### src/rtl/lsu_pkg.sv
// Shared types and funct3 encodings for the memory-stage load/store unit.
package lsu_pkg;

  typedef enum logic [1:0] {
    StIdle,
    StReq,
    StWaitR,
    StDone
  } state_t;

  localparam logic [2:0] F3_B  = 3'b000;
  localparam logic [2:0] F3_H  = 3'b001;
  localparam logic [2:0] F3_W  = 3'b010;
  localparam logic [2:0] F3_BU = 3'b100;
  localparam logic [2:0] F3_HU = 3'b101;

endpackage

### src/rtl/lsu_align.sv
// Byte-lane steering: store enables/replication from the live access, and load lane
// select plus sign/zero extension from the latched access.
module lsu_align
  import lsu_pkg::*;
(
  input  logic [2:0]  st_funct3_i,
  input  logic [1:0]  st_off_i,
  input  logic [31:0] st_data_i,
  output logic [3:0]  be_o,
  output logic [31:0] wdata_o,
  input  logic [2:0]  ld_funct3_i,
  input  logic [1:0]  ld_off_i,
  input  logic [31:0] rdata_i,
  output logic [31:0] ld_data_o
);

  logic [31:0] shifted;

  always_comb begin
    be_o    = 4'b1111;
    wdata_o = st_data_i;
    case (st_funct3_i)
      F3_B, F3_BU: begin
        be_o    = 4'b0001 << st_off_i;
        wdata_o = {4{st_data_i[7:0]}};
      end
      F3_H, F3_HU: begin
        be_o    = 4'b0011 << st_off_i;
        wdata_o = {2{st_data_i[15:0]}};
      end
      default: ;
    endcase
  end

  always_comb begin
    shifted   = rdata_i >> {ld_off_i, 3'b000};
    ld_data_o = rdata_i;
    case (ld_funct3_i)
      F3_B:    ld_data_o = {{24{shifted[7]}}, shifted[7:0]};
      F3_BU:   ld_data_o = {24'h0, shifted[7:0]};
      F3_H:    ld_data_o = {{16{shifted[15]}}, shifted[15:0]};
      F3_HU:   ld_data_o = {16'h0, shifted[15:0]};
      default: ;
    endcase
  end

endmodule

### src/rtl/load_store_unit.sv
// M-stage load/store unit: fault decode, req/gnt/rvalid sequencing with a bus timeout,
// and a one-cycle DONE slot where load data and bus errors are presented to the pipeline.
module load_store_unit
  import lsu_pkg::*;
#(
  parameter int unsigned MAX_WAIT = 15
) (
  input  logic        clk,
  input  logic        rst,
  input  logic        MemReadM,
  input  logic        MemWriteM,
  input  logic [2:0]  Funct3M,
  input  logic [31:0] ALUResultM,
  input  logic [31:0] WriteDataM,
  output logic [31:0] ReadDataM,
  output logic        StallM,
  output logic        AccessFaultM,
  output logic        BusErrM,
  output logic        bus_req,
  output logic        bus_we,
  output logic [31:0] bus_addr,
  output logic [3:0]  bus_be,
  output logic [31:0] bus_wdata,
  input  logic        bus_gnt,
  input  logic        bus_rvalid,
  input  logic [31:0] bus_rdata
);

  state_t      state_q, state_d;
  logic [7:0]  cnt_q, cnt_d;
  logic        req_q, req_d;
  logic        we_q, we_d;
  logic        err_q, err_d;
  logic [31:0] addr_q, addr_d;
  logic [3:0]  be_q, be_d;
  logic [31:0] wdata_q, wdata_d;
  logic [2:0]  f3_q, f3_d;
  logic [1:0]  off_q, off_d;
  logic [31:0] rdata_q, rdata_d;

  logic        access, f3_ok, fault, start, timeout;
  logic [3:0]  be_new;
  logic [31:0] wdata_new, ld_data;

  lsu_align u_align (
    .st_funct3_i (Funct3M),
    .st_off_i    (ALUResultM[1:0]),
    .st_data_i   (WriteDataM),
    .be_o        (be_new),
    .wdata_o     (wdata_new),
    .ld_funct3_i (f3_q),
    .ld_off_i    (off_q),
    .rdata_i     (bus_rdata),
    .ld_data_o   (ld_data)
  );

  always_comb begin
    access = MemReadM | MemWriteM;
    case (Funct3M)
      F3_B:    f3_ok = 1'b1;
      F3_H:    f3_ok = ~ALUResultM[0];
      F3_W:    f3_ok = (ALUResultM[1:0] == 2'b00);
      F3_BU:   f3_ok = ~MemWriteM;
      F3_HU:   f3_ok = ~MemWriteM & ~ALUResultM[0];
      default: f3_ok = 1'b0;
    endcase
    // Inputs only matter in IDLE; elsewhere M holds the access already in flight.
    fault   = (state_q == StIdle) & access & (~f3_ok | (MemReadM & MemWriteM));
    start   = (state_q == StIdle) & access & ~fault;
    timeout = (cnt_q == 8'(MAX_WAIT - 1));
  end

  always_comb begin
    state_d = state_q;
    cnt_d   = cnt_q;
    req_d   = req_q;
    we_d    = we_q;
    err_d   = err_q;
    addr_d  = addr_q;
    be_d    = be_q;
    wdata_d = wdata_q;
    f3_d    = f3_q;
    off_d   = off_q;
    rdata_d = rdata_q;
    unique case (state_q)
      StIdle: begin
        if (start) begin
          addr_d  = {ALUResultM[31:2], 2'b00};
          off_d   = ALUResultM[1:0];
          be_d    = be_new;
          wdata_d = wdata_new;
          we_d    = MemWriteM;
          f3_d    = Funct3M;
          req_d   = 1'b1;
          cnt_d   = '0;
          err_d   = 1'b0;
          rdata_d = '0;
          state_d = StReq;
        end
      end
      StReq: begin
        if (bus_gnt) begin
          req_d   = 1'b0;
          cnt_d   = '0;
          state_d = we_q ? StDone : StWaitR;
        end else if (timeout) begin
          req_d   = 1'b0;
          err_d   = 1'b1;
          state_d = StDone;
        end else begin
          cnt_d = cnt_q + 8'd1;
        end
      end
      StWaitR: begin
        if (bus_rvalid) begin
          rdata_d = ld_data;
          state_d = StDone;
        end else if (timeout) begin
          err_d   = 1'b1;
          state_d = StDone;
        end else begin
          cnt_d = cnt_q + 8'd1;
        end
      end
      StDone: state_d = StIdle;
      default: state_d = StIdle;
    endcase
  end

  always_ff @(posedge clk or negedge rst) begin
    if (!rst) begin
      state_q <= StIdle;
      cnt_q   <= '0;
      req_q   <= 1'b0;
      we_q    <= 1'b0;
      err_q   <= 1'b0;
      addr_q  <= '0;
      be_q    <= '0;
      wdata_q <= '0;
      f3_q    <= '0;
      off_q   <= '0;
      rdata_q <= '0;
    end else begin
      state_q <= state_d;
      cnt_q   <= cnt_d;
      req_q   <= req_d;
      we_q    <= we_d;
      err_q   <= err_d;
      addr_q  <= addr_d;
      be_q    <= be_d;
      wdata_q <= wdata_d;
      f3_q    <= f3_d;
      off_q   <= off_d;
      rdata_q <= rdata_d;
    end
  end

  always_comb begin
    StallM       = rst & (start | (state_q == StReq) | (state_q == StWaitR));
    AccessFaultM = fault;
    ReadDataM    = (state_q == StDone) ? rdata_q : 32'h0;
    BusErrM      = (state_q == StDone) & err_q;
    bus_req      = req_q;
    bus_we       = we_q;
    bus_addr     = addr_q;
    bus_be       = be_q;
    bus_wdata    = wdata_q;
  end

endmodule

### config.mk
export PLATFORM = sky130hd
export DESIGN_NAME = load_store_unit
export DESIGN_NICKNAME = d
export VERILOG_FILES = /design/src/rtl/lsu_pkg.sv /design/src/rtl/lsu_align.sv /design/src/rtl/load_store_unit.sv
export SDC_FILE = /design/constraint.sdc
export NUM_CORES = 1
export LEC_CHECK = 0
export ABC_AREA = 1
export CELL_PAD_IN_SITES_DETAIL_PLACEMENT = 0
export CELL_PAD_IN_SITES_GLOBAL_PLACEMENT = 2
export CORE_ASPECT_RATIO = 0.9
export CORE_UTILIZATION = 26
export CTS_CLUSTER_DIAMETER = 40
export CTS_CLUSTER_SIZE = 10
export DETAILED_ROUTE_END_ITERATION = 16
export PLACE_DENSITY_LB_ADDON = 0.08
export SLEW_MARGIN = 40
export SYNTH_ARGS = -nofsm -noshare
export SYNTH_HDL_FRONTEND = slang
export SYNTH_SLANG_ARGS = --single-unit
### constraint.sdc
create_clock -name clk -period 4.2 [get_ports clk]
set_clock_uncertainty 0.05 [all_clocks]
set_input_delay 0.63 -clock clk [delete_from_list [all_inputs] [get_ports clk]]
set_output_delay 0.63 -clock clk [all_outputs]
set_load 0.02 [all_outputs]
==> metrics.md <==
| Metric | Value |
|---|---|
| Status | complete, no violations |
| Worst r2r path cells | 8 |
| Max_slew headroom | 56.92% |
| Crit path kind | in -> out |
| Routability Congestion | 0.7672 |
| Cts bufs inserted | 17 |
| Core area | 23340 sq um |
| FP Rows | 53 |
| Area Growth Syn to Fin | 47.00% |
| PnR worst setup slack | 0.6751 ns |
| Clock period minus worst slack | 3.525 ns |
| Overall Power | 6.323 mW |
| DP Cell Count | 1338 |
| Type of origin of the critical path | input port |
| Max_cap viols | 0 |
| Ys Warns | 0 |
| Fill cells | 2531 |
| Async S/R FF share, synth | 100.0% |
| Vias in the first global route | 6127 |
| Remaining global-route overflow | 0 |
| WL met1 | 10430 microns |
| Post-synth top flop | dfrtp_1 |
| Req. time, crit path | 3.52 ns |
| FF/Latch Area | 2904 sq um |
| Die width | 164.5 microns |
| Arr. time, crit path | 2.84 ns |
| Fmax | 283.7 MHz |
| Worst-margin pin slew | 0.6462 ns |
| Clock Sinks | 116 |
| Pre-CTS setup slack | 0.6434 ns |
| Yosys top cell area share | 46.96% |
| Share of cells above drive strength 1 | 6.180% |
| Starting density of the core | 26.48% |
| Die height | 148.3 microns |
| Top Metal Used | met4 |
| Initial DRC count | 356 |
| Clock Latency Late Sink | 0.42 ns |
| Synth area leader | dfrtp_1 |
| Final Slew Violations | 0 |
| Post-route insts no fill | 1371 |
| Sequential-to-total area share from yosys stat | 46.96% |
| Tightest Hold Check Type | in -> async |
| Setup Buffers After CTS | 0 |
| Clk slew on worst S/H paths | 0.06 ns |
| Peak VDD IR | 266.7 uV |
| H-tree depth | 4 |
| Post-synth EDFFs | 0 |
| Max Root-Sink Buffers | 2 |
| P_leak | 4.557 nW |
| Final Util | 38.93% |
| Top cells by count, synth | 369 x nand2_1, 116 x dfrtp_1, 85 x inv_1 |
| Top cells by area, synth | dfrtp_1 47%, nand2_1 22%, o21ai_0 5.8% |
| Setup_tns | 0 ns |
| CTS tree | done |
| Via count | 6095 |
| Cells after synthesis | 863 |
| Final #Nets | 1167 |
| Setup-failing EPs final | 0 |
| Clk root buf | clkbuf_16 |
| # port buffers | 207 |
| Drt wl/cell | 15.77 microns |
| Final hold vios | 0 |
| Largest net degree at the start of global routing | 90 |
| Area used by multi-input combinational logic | 2718 sq um |
| #FFs+latches synth | 116 |
| DRT Pass-1 Iters | 5 |
| Syn Area/Cell | 7.162 sq um |
| CTS Hold Bufs | 0 |
| Total track usage | 18.62% |
| Post-cts resize count | 0 |
| CP max FO | 11 |
| Via density per instance | 4.446 |
| Area of the mapped netlist | 6181 sq um |
| Total Die Area | 24390 sq um |
| Count leader, synth | nand2_1 |
| Cell variety after synth | 29 |
| RSZ-0062 raised after global routing | false |
| Final Cycle Share | 83.93% |
| Met3 wire len | 1915 microns |
| DRT antenna net count | 0 |
| Nature of the critical path endpoint | output port |
| Post-DP HPWL | 14860 microns |
| Initial antenna violation count | 1 |
| Power Density | 695.9 nW/um^2 |
| Boundary pin count | 210 |
| Routed WL | 21620 microns |
| Drc violations | 0 |
| First-pass GRT wire length | 34670 microns |
| Met2 WL | 9076 microns |
-- final cells by class --
type / instances / share of cell area [%]
clock buffer: 17 / 4.682
inverter: 88 / 3.635
clock inverter: 15 / 1.983
tap: 302 / 4.159
sequential: 116 / 31.96
multi-input combinational: 616 / 29.91
timing repair buffer: 216 / 23.64
antenna: 1 / 0.02754
-- where the power goes --
part | switching (mW) | total [mW] | internal, mW
Clock | 0.587 | 1.52 | 0.936
Sequential | 0.323 | 1.88 | 1.56
Combinational | 1.76 | 2.92 | 1.16
Total | 2.67 | 6.32 | 3.65
-- registers in the layout, indices dropped and copies added, names as in the netlist, 2 cells and up --
name       flops
f3_q           3
bus_wdata     32
off_q          2
bus_addr      30
rdata_q       32
cnt_q          8
bus_be         4
state_q        2
-- critical path, stage by stage --
cell and delay [ns]:
clkdlybuf4s50_1 0.67, inv_1 0.21, nand2_1 0.12, nand2_1 0.15, nand4_4 0.22, a31oi_1 0.21
clkdlybuf4s50_1 0.63
-- cell usage in the layout (no fill, tap or decap), drive strengths merged --
master,netlist,final
o31ai,1,1
o22ai,3,3
dfrtp,116,116
clkinvlp,0,3
ha,7,7
inv,88,90
bufinv,0,3
nor2,41,41
o21ai,101,101
a31oi,1,1
a21boi,1,1
nand2,374,374
nand4,3,3
clkbuf,20,17
a21oi,29,29
clkdlybuf4s50,0,206
diode,0,1
nor3,2,2
conb,1,2
nand3,51,51
buf,24,10
clkinv,0,7
-- cell families after synthesis --
family / synth area share [%]
AOI/OAI and AO/OA: 11.90
adders and majority gates: 1.417
and+or+nand+nor: 30.53
DFF: 46.96
buffers and inverters: 9.130
other: 0.06067
-- worst paths after layout --
check	start	to	slack, ns
max	Funct3M[0]	StallM	0.68
min	rst	bus_wdata[3]	0.27
max reg2reg	state_q[0]	rdata_q[3]	1.69
min reg2reg	bus_addr[11]	bus_addr[11]	0.43
max in group asynchronous	rst	f3_q[1]	2.78
min in group clk	bus_addr[11]	bus_addr[11]	0.43
-- metrics by stage --
| stage | area [sq um] | hold slack (ns) |
|---|---|---|
| 6_report | 9086 | 0.2692 |
| 5_1_grt | 9084 | 0.2982 |
| 4_1_cts | 9080 | 0.4021 |
| 3_5_place_dp | 8474 | 0.4144 |
| 3_3_place_gp | 8466 | 0.4117 |
| 2_1_floorplan | 6185 | 0.2844 |
-- routing by layer --
layer  up-vias  GRT usage (%)
met5         -              0
met4         0          4.817
met3        13          7.306
met2       174          26.64
met1      2831          25.91
li1       3077              -
Note: power is estimated with default switching activity, not from simulation.
